==> src/rtl/clock_pkg.sv <==
// Shared encodings for the CPU clock sequencer.
package clock_pkg;

  typedef enum logic [1:0] {
    MODE_RUN   = 2'b00,
    MODE_STEP  = 2'b01,
    MODE_BURST = 2'b10
  } mode_e;

  typedef enum logic {
    ST_LOW  = 1'b0,
    ST_HIGH = 1'b1
  } state_e;

endpackage

==> src/rtl/clock_sequencer_if.sv <==
// Control/status bundle between the sequencer and its surroundings.
interface clock_sequencer_if #(
  parameter int unsigned DIV_WIDTH   = 16,
  parameter int unsigned BURST_WIDTH = 8
);
  logic [DIV_WIDTH-1:0]   div;
  logic [1:0]             mode;
  logic                   step;
  logic [BURST_WIDTH-1:0] burst_len;
  logic                   burst_go;
  logic                   hlt;
  logic                   clk_out;
  logic                   clk_en;
  logic                   busy;
  logic                   halted;

  modport master (
    output div, mode, step, burst_len, burst_go, hlt,
    input  clk_out, clk_en, busy, halted
  );

  modport slave (
    input  div, mode, step, burst_len, burst_go, hlt,
    output clk_out, clk_en, busy, halted
  );
endinterface

==> src/rtl/clock_sequencer_debouncer.sv <==
// Step button conditioning: 2-flop synchroniser, stability debouncer and
// rising-edge pulse of the debounced level.
module step_debouncer #(
  parameter int unsigned DEB_CYCLES = 16
) (
  input  logic clk_base,
  input  logic rst,
  input  logic in_raw,
  output logic out_level,
  output logic out_rise
);
  localparam int unsigned CW = (DEB_CYCLES > 1) ? $clog2(DEB_CYCLES) : 1;
  localparam logic [CW-1:0] CNT_LAST = CW'(DEB_CYCLES - 1);

  logic [1:0]    sync_q;
  logic          level_q, level_d;
  logic [CW-1:0] cnt_q, cnt_d;
  logic          rise_q, rise_d;

  // Count consecutive cycles the synchronised input differs from the level;
  // flip the level on the DEB_CYCLES-th one, restart on any agreement.
  always_comb begin
    level_d = level_q;
    cnt_d   = '0;
    rise_d  = 1'b0;
    if (sync_q[1] != level_q) begin
      if (cnt_q == CNT_LAST) begin
        level_d = sync_q[1];
        rise_d  = sync_q[1];
      end else begin
        cnt_d = cnt_q + CW'(1);
      end
    end
  end

  // Synchroniser, debounce state and registered edge pulse.
  always_ff @(posedge clk_base) begin
    if (rst) begin
      sync_q  <= '0;
      level_q <= 1'b0;
      cnt_q   <= '0;
      rise_q  <= 1'b0;
    end else begin
      sync_q  <= {sync_q[0], in_raw};
      level_q <= level_d;
      cnt_q   <= cnt_d;
      rise_q  <= rise_d;
    end
  end

  assign out_level = level_q;
  assign out_rise  = rise_q;
endmodule

==> src/rtl/clock_sequencer.sv <==
// CPU clock generator: programmable-divisor LOW/HIGH phase FSM gated by
// run / debounced single-step / counted-burst modes and a halt input.
module clock_sequencer
  import clock_pkg::*;
#(
  parameter int unsigned DIV_WIDTH   = 16,
  parameter int unsigned BURST_WIDTH = 8,
  parameter int unsigned DEB_CYCLES  = 16
) (
  input  logic             clk_base,
  input  logic             rst,
  clock_sequencer_if.slave bus
);
  state_e                 state_q, state_d;
  logic [DIV_WIDTH-1:0]   cnt_q, cnt_d;
  logic [DIV_WIDTH-1:0]   div_q, div_d;
  logic [DIV_WIDTH-1:0]   div_eff;
  logic [BURST_WIDTH-1:0] burst_q, burst_d;
  logic                   token_q, token_d;
  logic                   clk_out_q, clk_out_d;
  logic                   clk_en_q, clk_en_d;
  logic                   halted_q, halted_d;
  logic                   mode_run, mode_step, mode_burst;
  logic                   phase_done, permit, rise_go;
  logic                   step_level, step_rise, step_press;

  step_debouncer #(
    .DEB_CYCLES(DEB_CYCLES)
  ) u_deb (
    .clk_base (clk_base),
    .rst      (rst),
    .in_raw   (bus.step),
    .out_level(step_level),
    .out_rise (step_rise)
  );

  // The pulse only ever accompanies a freshly raised level.
  assign step_press = step_rise && step_level;

  assign mode_run   = (bus.mode == MODE_RUN);
  assign mode_burst = (bus.mode == MODE_BURST);
  assign mode_step  = !mode_run && !mode_burst;

  assign div_eff    = (bus.div == '0) ? DIV_WIDTH'(1) : bus.div;
  assign phase_done = (cnt_q == div_q - DIV_WIDTH'(1));
  assign permit     = !bus.hlt && (mode_run ||
                                   (mode_step && token_q) ||
                                   (mode_burst && burst_q != '0));
  assign rise_go    = (state_q == ST_LOW) && phase_done && permit;

  // Phase state register.
  always_ff @(posedge clk_base) begin
    if (rst) begin
      state_q <= ST_LOW;
      cnt_q   <= '0;
      div_q   <= DIV_WIDTH'(1);
    end else begin
      state_q <= state_d;
      cnt_q   <= cnt_d;
      div_q   <= div_d;
    end
  end

  // Next phase: HIGH always runs to completion; LOW holds once done until permitted.
  always_comb begin
    state_d = state_q;
    cnt_d   = cnt_q;
    div_d   = div_q;
    unique case (state_q)
      ST_LOW: begin
        if (!phase_done) begin
          cnt_d = cnt_q + DIV_WIDTH'(1);
        end else if (permit) begin
          state_d = ST_HIGH;
          cnt_d   = '0;
          div_d   = div_eff;
        end
      end
      ST_HIGH: begin
        if (phase_done) begin
          state_d = ST_LOW;
          cnt_d   = '0;
          div_d   = div_eff;
        end else begin
          cnt_d = cnt_q + DIV_WIDTH'(1);
        end
      end
      default: state_d = ST_LOW;
    endcase
  end

  // Output decode, registered below so clk_out stays glitch-free.
  always_comb begin
    clk_out_d = (state_d == ST_HIGH);
    clk_en_d  = rise_go;
    halted_d  = (state_q == ST_LOW) && phase_done && bus.hlt;
  end

  // Registered outputs.
  always_ff @(posedge clk_base) begin
    if (rst) begin
      clk_out_q <= 1'b0;
      clk_en_q  <= 1'b0;
      halted_q  <= 1'b0;
    end else begin
      clk_out_q <= clk_out_d;
      clk_en_q  <= clk_en_d;
      halted_q  <= halted_d;
    end
  end

  // Step token and burst counter; each is consumed by the rising transition.
  always_comb begin
    token_d = token_q;
    burst_d = burst_q;
    if (!mode_step) begin
      token_d = 1'b0;
    end else if (rise_go) begin
      token_d = 1'b0;
    end else if (step_press) begin
      token_d = 1'b1;
    end
    if (!mode_burst) begin
      burst_d = '0;
    end else if (burst_q == '0) begin
      if (bus.burst_go) begin
        burst_d = bus.burst_len;
      end
    end else if (rise_go) begin
      burst_d = burst_q - BURST_WIDTH'(1);
    end
  end

  // Token and burst registers.
  always_ff @(posedge clk_base) begin
    if (rst) begin
      token_q <= 1'b0;
      burst_q <= '0;
    end else begin
      token_q <= token_d;
      burst_q <= burst_d;
    end
  end

  assign bus.clk_out = clk_out_q;
  assign bus.clk_en  = clk_en_q;
  assign bus.busy    = (burst_q != '0);
  assign bus.halted  = halted_q;
endmodule
==> src/flat_wrapper.sv <==
// flat-port wrapper written by rule: the top's interface ports become plain ports
module clock_sequencer_flat import clock_pkg::*;
#(
  parameter int unsigned DIV_WIDTH   = 16,
  parameter int unsigned BURST_WIDTH = 8,
  parameter int unsigned DEB_CYCLES  = 16
)
  (clk_base, rst, bus_div, bus_mode, bus_step, bus_burst_len, bus_burst_go, bus_hlt, bus_clk_out, bus_clk_en, bus_busy, bus_halted);
  clock_sequencer_if #(.DIV_WIDTH(DIV_WIDTH), .BURST_WIDTH(BURST_WIDTH)) bus_i ();
  input  logic clk_base;
  input  logic rst;
  input wire logic [$bits(bus_i.div)-1:0] bus_div;
  input wire logic [$bits(bus_i.mode)-1:0] bus_mode;
  input wire logic [$bits(bus_i.step)-1:0] bus_step;
  input wire logic [$bits(bus_i.burst_len)-1:0] bus_burst_len;
  input wire logic [$bits(bus_i.burst_go)-1:0] bus_burst_go;
  input wire logic [$bits(bus_i.hlt)-1:0] bus_hlt;
  output wire logic [$bits(bus_i.clk_out)-1:0] bus_clk_out;
  output wire logic [$bits(bus_i.clk_en)-1:0] bus_clk_en;
  output wire logic [$bits(bus_i.busy)-1:0] bus_busy;
  output wire logic [$bits(bus_i.halted)-1:0] bus_halted;
  assign bus_i.div = bus_div;
  assign bus_i.mode = bus_mode;
  assign bus_i.step = bus_step;
  assign bus_i.burst_len = bus_burst_len;
  assign bus_i.burst_go = bus_burst_go;
  assign bus_i.hlt = bus_hlt;
  assign bus_clk_out = bus_i.clk_out;
  assign bus_clk_en = bus_i.clk_en;
  assign bus_busy = bus_i.busy;
  assign bus_halted = bus_i.halted;
  clock_sequencer #(.DIV_WIDTH(DIV_WIDTH), .BURST_WIDTH(BURST_WIDTH), .DEB_CYCLES(DEB_CYCLES)) u_core (.clk_base(clk_base), .rst(rst), .bus(bus_i));
endmodule
==> config.mk <==
export PLATFORM = sky130hd
export DESIGN_NAME = clock_sequencer_flat
export DESIGN_NICKNAME = d
export VERILOG_FILES = /design/src/rtl/clock_pkg.sv /design/src/rtl/clock_sequencer_if.sv /design/src/rtl/clock_sequencer_debouncer.sv /design/src/rtl/clock_sequencer.sv /design/src/flat_wrapper.sv
export SDC_FILE = /design/constraint.sdc
export NUM_CORES = 1
export LEC_CHECK = 0
export CAP_MARGIN = 25
export CORE_ASPECT_RATIO = 2
export CORE_MARGIN = 8
export CORE_UTILIZATION = 55
export CTS_CLUSTER_SIZE = 8
export DETAILED_ROUTE_END_ITERATION = 10
export PLACE_DENSITY = 0.79
export SLEW_MARGIN = 30
export SYNTH_ARGS = -nofsm -noshare
export SYNTH_HDL_FRONTEND = slang
export SYNTH_SLANG_ARGS = --single-unit
==> constraint.sdc <==
create_clock -name clk_base -period 4.8 [get_ports clk_base]
set_input_delay 0.72 -clock clk_base [delete_from_list [all_inputs] [get_ports clk_base]]
set_output_delay 0.72 -clock clk_base [all_outputs]
set_load 0.02 [all_outputs]
==> results of run 1 <==
-- worst max-delay path by stage --
| stage | to | cells after the start | slack (ns) | from |
|---|---|---|---|---|
| floorplan | u_core.burst_q[3]$_SDFFE_PP0P_ | 11 | 1.83 | u_core.div_q[1]$_SDFFE_PP0P_ |
| global route | u_core.burst_q[7]$_SDFFE_PP0P_ | 10 | 0.85 | u_core.div_q[0]$_SDFFE_PP1P_ |
| CTS | u_core.cnt_q[14]$_SDFFE_PP0P_ | 10 | 1.26 | u_core.div_q[0]$_SDFFE_PP1P_ |
| finish | u_core.cnt_q[14]$_SDFFE_PP0P_ | 10 | 1.24 | u_core.div_q[0]$_SDFFE_PP1P_ |
| detailed placement | u_core.burst_q[7]$_SDFFE_PP0P_ | 10 | 1.26 | u_core.div_q[0]$_SDFFE_PP1P_ |
| global placement | u_core.div_q[0]$_SDFFE_PP1P_ | 10 | 1.35 | u_core.div_q[0]$_SDFFE_PP1P_ |
-- flip-flops by register name, summed over array words and instances, names as in the netlist --
name,cells
u_core.cnt_q,16
u_core.div_q,16
u_core.burst_q,8
u_core.u_deb.cnt_q,4
u_core.u_deb.sync_q,2
u_core.bus.clk_en,1
u_core.bus.clk_out,1
u_core.bus.halted,1
u_core.token_q,1
u_core.u_deb.out_level,1
u_core.u_deb.out_rise,1
-- worst register-to-register path: stages (launching register included) --
cell and delay [ns]:
dfxtp_1 0.40, inv_1 0.09, ha_1 0.30, or3b_2 0.49, o41ai_1 0.35, nand2_1 0.10
nor4b_1 0.45, and4_1 0.63, nor3_1 0.19, nor4b_1 0.39, a21o_1 0.13
-- per-layer routing --
layer	global-route usage (%)	vias up	wire length, µm
li1	-	1467	-
met1	20.4	1439	3210
met2	33.8	83	4270
met3	3.48	17	340
met4	8.77	0	239
met5	0	-	0
-- power groups by stage --
| stage | Combinational (mW) | Clock (mW) | Sequential, mW |
|---|---|---|---|
| finish | 1.81 | 0.366 | 0.685 |
| global placement | 1.74 | 0 | 0.684 |
| CTS | 1.80 | 0.371 | 0.681 |
| detailed placement | 1.79 | 0 | 0.690 |
| floorplan | 1.74 | 0 | 0.605 |
| global route | 1.98 | 0.384 | 0.700 |
-- cell families after synthesis --
| family | count (synthesis) |
|---|---|
| buffers and inverters | 34 |
| XOR/XNOR | 18 |
| AND/OR/NAND/NOR | 188 |
| adder cells (fa/ha/maj) | 4 |
| flip-flops | 52 |
| AO/OA/AOI/OAI | 88 |
| multiplexers | 9 |
-- layout by cell type (no fill, tap or decap), types with 3 or more instances in the layout --
cell type and count:
clkbuf_16 5, nor4_1 10, nor2b_1 7, mux2_2 4, nor3_2 3, nand2_1 57
nor4b_1 8, or2_2 6, nor3b_1 3, a31oi_1 3, o211ai_1 7, mux2i_1 5
nand3b_1 3, or4_1 5, inv_1 12, o21ai_0 9, nor2_1 25, or3_1 7
clkdlybuf4s50_1 34, xnor2_1 8, nand3_1 12, a21oi_1 35, nand4_1 5, a211oi_1 3
nor3_1 17, o21a_1 3, nand2b_1 6, a21o_1 4, o31ai_1 6, xor2_1 10
ha_1 4, dfxtp_1 52
-- layout make-up --
cell class	count	area [µm²]	area share [%]
clock buffers	5	125	3.48
clock inverters	3	25.0	0.695
inverters	12	45.0	1.25
multi-input cells	307	1930	53.7
flip-flops and latches	52	1040	28.9
well taps	61	76.3	2.12
repair buffers	36	355	9.87
-- per-stage QoR --
stage / cell area, µm² / power (mW)
finish: 3600 / 2.86
global placement: 3450 / 2.42
detailed placement: 3450 / 2.48
floorplan: 3140 / 2.34
CTS: 3600 / 2.85
global route: 3600 / 3.07
==> flow_summary.json, run 1 <==
{
  "stdcell_count": 476,
  "synth_xor_area_share_pct": 5.02,
  "power_frac_clock_pct": 12.8,
  "synth_compound_area_share_pct": 18.8,
  "grt_max_degree": 34,
  "synthTopCellsByCount": "nand2_1, dfxtp_1, a21oi_1, nor2_1, nor3_1",
  "grt_pass1_wl_um": 13500,
  "yosysSeqAreaShare_pct": 33.1,
  "worst_r2r_path_depth": 10,
  "die_h_um": 123,
  "clk_latency_ns": 0.30,
  "cp_num_buf_inv": 1,
  "max_slew_margin_pct": 48.0,
  "drc_errors": 0,
  "antenna_found_initial": 0,
  "wl_um": 8060,
  "hold_viol": 0,
  "status": "finished clean",
  "synthAdderAreaFrac_pct": 1.59,
  "cpPeakStageDelay_ns": 0.63,
  "sw_frac_of_total_pct": 50.9,
  "power.density_nw_per_um2": 795,
  "cts_num_sinks": 52,
  "fill_cells": 494,
  "synthMuxAreaShare_pct": 3.03,
  "regToRegEndpoint": "u_core.cnt_q[14]$_SDFFE_PP0P_",
  "worstHoldStart": "u_core.u_deb.sync_q[0]$_SDFF_PP0_",
  "vias": 3006,
  "drv_cap": 0,
  "cts.reportedPaths.clkPinSlew_ns": 0.07,
  "synth_edf_count": 0,
  "crit_top_cell": "nor4b_1",
  "cts.repair.resized": 0,
  "area_delta_synth_final_pct": 14.5,
  "core_um2": 5610,
  "cp_max_fo": 15,
  "ys_types": 63,
  "gp_congestion": 0.940,
  "finalClockSkew_ns": 0.00816,
  "end_kind": "flip-flop",
  "whs_path_depth": 1,
  "track_usage_pct": 18.7,
  "cts_tree": "yes",
  "critPathRequiredTime_ns": 5.04,
  "cts_setup_buffers": 0,
  "ys_ff_latch": 52,
  "synthCells": 393,
  "worstSetupPathType": "reg -> reg",
  "cp_slowest_cell": "and4_1",
  "portBuffers": 34,
  "wire_per_inst_um": 16.9,
  "synth.avg_cell_area_um2": 7.99,
  "hp-class": "reg -> reg",
  "tns_ns": 0,
  "finish.utilization_pct": 64.1,
  "synth_area_leader_cell": "dfxtp_1",
  "rsz0062_at_grt": "false",
  "nNetsFinal": 449,
  "detailed_place_hpwl_um": 6240,
  "yosysMostFrequentCell": "nand2_1",
  "setup_viol": 0,
  "pwr-share-comb_pct": 63.3,
  "numCtsBuffers": 5,
  "worst_slew_pin_slew_ns": 0.779,
  "via_per_inst": 6.32,
  "p_int_mw": 1.40,
  "cts_root_buffer": "clkbuf_16",
  "ant_nets": 0,
  "die_x_um": 69.4,
  "die_area_um2": 8530,
  "synth-main-ff-cell": "dfxtp_1",
  "ys_top_cells_by_area": "dfxtp_1, nand2_1, a21oi_1",
  "synth_top_family_by_area": "simple AND/OR/NAND/NOR gates",
  "syn_area_um2": 3140,
  "cp.arrival_ns": 3.81,
  "rows": 39,
  "seqPwrFrac_pct": 23.9,
  "rrSetupSlack_ns": 1.24,
  "synth_fp_nets": 428,
  "min_to": "u_core.u_deb.sync_q[1]$_SDFF_PP0_",
  "first_pass_iters": 4,
  "overflow": 0,
  "cts_buffer_depth": 2,
  "ctsHoldBuffers": 0,
  "post-place-ws_ns": 1.26,
  "r2r-start": "u_core.div_q[0]$_SDFFE_PP1P_",
  "period_minus_slack_ns": 3.56,
  "antenna_cells": 0,
  "h-tree-depth": 2,
  "layout_setup_ws_ns": 1.24,
  "critPathLaunchType": "flip-flop",
  "synthSimpleGateAreaFrac_pct": 32.9,
  "start_util_pct": 56.0,
  "ios": 35,
  "crit_chain": "inv_1, ha_1, or3b_2, o41ai_1, nand2_1, nor4b_1, and4_1, nor3_1, nor4b_1, a21o_1",
  "drv_slew": 0,
  "cp_top_family": "simple AND/OR/NAND/NOR gates",
  "fmax_mhz": 281,
  "async_reset_ff_share_pct": 0,
  "p_leak_nw": 1.34,
  "synth_warnings": 0,
  "hold_slack_ns": 0.451,
  "drt_iter0_markers": 202,
  "drive_gt1_share_pct": 8.43,
  "grt_pass1_vias": 2979,
  "fin_crit_sh_pct": 74.3,
  "p_switching_mw": 1.46,
  "synthDominantCellAreaShare_pct": 33.1,
  "place_inst": 468,
  "ir_drop_v": 0.000737
}
No activity file was read; power rests on OpenSTA's default activity.
==> run 2, diff against run 1 <==
- CORE_UTILIZATION: 55 -> 51
- PLACE_DENSITY: 0.79 -> 0.77
- clock period: 4.8 -> 3.2 ns (I/O delays scaled with it)
==> run 2 against run 1 <==
Against the previous run:
- count of clock-buffer cells in the layout did not move
- non-clock buffer count rose by 22
- final area rose by 6.3%
- utilization fell by 0.46 points
- via count rose by 1.7%
- critical path type unchanged
- largest power group unchanged
==> flow_summary.json, run 2 (synthesis results as in run 1) <==
{
  "rsz0062_at_grt": "false",
  "core_um2": 6010,
  "design_area_um2": 3820,
  "drv_slew": 0,
  "tns_ns": 0,
  "p_leak_nw": 1.48,
  "antenna_found_initial": 0,
  "cts_tree": "yes",
  "detailed_place_hpwl_um": 6740,
  "vias": 3057,
  "worst_slew_pin_slew_ns": 0.649,
  "drc_errors": 0,
  "end_kind": "flip-flop",
  "ios": 35,
  "grt_max_degree": 42,
  "gp_congestion": 0.980,
  "grt_pass1_wl_um": 14500,
  "worstSetupPathType": "reg -> reg",
  "cpPeakStageDelay_ns": 0.39,
  "die_h_um": 127,
  "p_switching_mw": 2.35,
  "placed_area_um2": 3630,
  "layout_commonest_cell": "nand2_1",
  "drive_gt1_share_pct": 14.9,
  "cts_buffer_depth": 2,
  "cp.arrival_ns": 3.19,
  "crit_chain": "inv_1, ha_1, nor4b_2, buf_4, nor3b_2, mux2_2, a211oi_1, nand4_1, or2_2, o311ai_1, o31ai_1",
  "portBuffers": 34,
  "design_power_total_mw": 4.91,
  "ctsHoldBuffers": 0,
  "antenna_cells": 0,
  "critPathRequiredTime_ns": 3.37,
  "seqPwrFrac_pct": 19.7,
  "cp_top_family": "simple AND/OR/NAND/NOR gates",
  "numCtsBuffers": 5,
  "overflow": 0,
  "ir_drop_v": 0.00105,
  "critPathLaunchType": "flip-flop",
  "status": "finished clean",
  "track_usage_pct": 20.0,
  "die_x_um": 71.5,
  "ant_nets": 0,
  "drt_iter0_markers": 127,
  "cp_slowest_cell": "mux2_2",
  "wl_um": 8590,
  "final_cell_mix": "nand2_1, dfxtp_1, a21oi_1",
  "fmax_mhz": 332,
  "cts_setup_buffers": 0,
  "cts.reportedPaths.clkPinSlew_ns": 0.07,
  "sw_frac_of_total_pct": 48.0,
  "fin_crit_sh_pct": 94.2,
  "first_pass_iters": 4,
  "via_per_inst": 6.11,
  "hp-class": "reg -> reg",
  "cts_num_sinks": 52,
  "finalClockSkew_ns": 0.00622,
  "setup_viol": 0,
  "period_minus_slack_ns": 3.01,
  "cts.repair.resized": 0,
  "clk_latency_ns": 0.30,
  "top_regs": "u_core.cnt_q (16), u_core.div_q (16), u_core.burst_q (8)",
  "max_slew_margin_pct": 56.4,
  "cp_max_fo": 5,
  "nNetsFinal": 471,
  "wire_per_inst_um": 17.2,
  "cp_num_buf_inv": 2,
  "power_frac_clock_pct": 11.3,
  "grt_pass1_vias": 3160,
  "die_area_um2": 9080,
  "area_delta_synth_final_pct": 21.7,
  "p_int_mw": 2.55,
  "hold_viol": 0,
  "start_util_pct": 52.3,
  "drv_cap": 0,
  "pwr-share-comb_pct": 69.1,
  "rows": 40,
  "cts_root_buffer": "clkbuf_16",
  "power.density_nw_per_um2": 1280,
  "h-tree-depth": 2
}
run 2: cell count changes in the layout (fill, tap and decap cells not counted), moves of 2 or more:
cell     before  now
inv_6         2    0
o41ai_1       2    0
nor4_1       10    8
nor4_2        0    2
o41ai_2       0    2
buf_4         2   23
run 2: layout make-up:
| class | count | area (µm²) |
|---|---|---|
| clock buffer | 5 | 125 |
| clock inverter | 3 | 27.5 |
| fill | 537 | 2180 |
| inverter | 12 | 45.0 |
| multi-input combinational | 307 | 1970 |
| sequential | 52 | 1040 |
| tap | 63 | 78.8 |
| timing repair buffer | 58 | 536 |
run 2: worst reg2reg max path, delay by kind of cell, from the launching register on:
family / cells / cell delay, ns
multiplexers: 1 / 0.40
flip-flops: 1 / 0.35
adder cells (fa/ha/maj): 1 / 0.20
buffers and inverters: 2 / 0.24
AO/OA/AOI/OAI: 3 / 0.64
AND/OR/NAND/NOR: 4 / 1.08
run 2: metal layers:
metal  routed length, µm  GRT usage [%]  part of all wire (%)  up-vias
met2                4820           38.9                    56       79
met1                3000           17.3                    35     1438
li1                    -              -                     -     1514
met3                 358           4.39                   4.2       26
met5                   0              0                     0        -
met4                 420           13.0                   4.9        0
run 2: final timing paths:
path	slack, ns	end	startpoint	cells past startpoint
max	0.19	u_core.burst_q[7]$_SDFFE_PP0P_	u_core.div_q[1]$_SDFFE_PP0P_	11
max reg2reg	0.19	u_core.burst_q[7]$_SDFFE_PP0P_	u_core.div_q[1]$_SDFFE_PP0P_	11
min	0.44	u_core.u_deb.sync_q[1]$_SDFF_PP0_	u_core.u_deb.sync_q[0]$_SDFF_PP0_	1
min reg2reg	0.44	u_core.u_deb.sync_q[1]$_SDFF_PP0_	u_core.u_deb.sync_q[0]$_SDFF_PP0_	1
run 2: metrics by stage:
step           instances  hold WS [ns]  util (%)  setup WS [ns]
2_1_floorplan        393         0.414         -          0.234
3_3_place_gp         492         0.422      60.4          0.158
3_5_place_dp         492         0.426      60.4         0.0928
4_1_cts              500         0.450      62.9         0.0718
5_1_grt              500         0.470      63.7         0.0153
6_report             500         0.444      63.7          0.186
run 2: power groups by stage:
stage / Sequential, mW / Clock, mW / Combinational (mW)
final: 0.964 / 0.552 / 3.39
after global routing: 0.988 / 0.590 / 3.68
after CTS: 0.951 / 0.563 / 3.26
after detailed placement: 0.966 / 0 / 3.24
after global placement: 0.960 / 0 / 3.20
after floorplan: 0.907 / 0 / 2.61
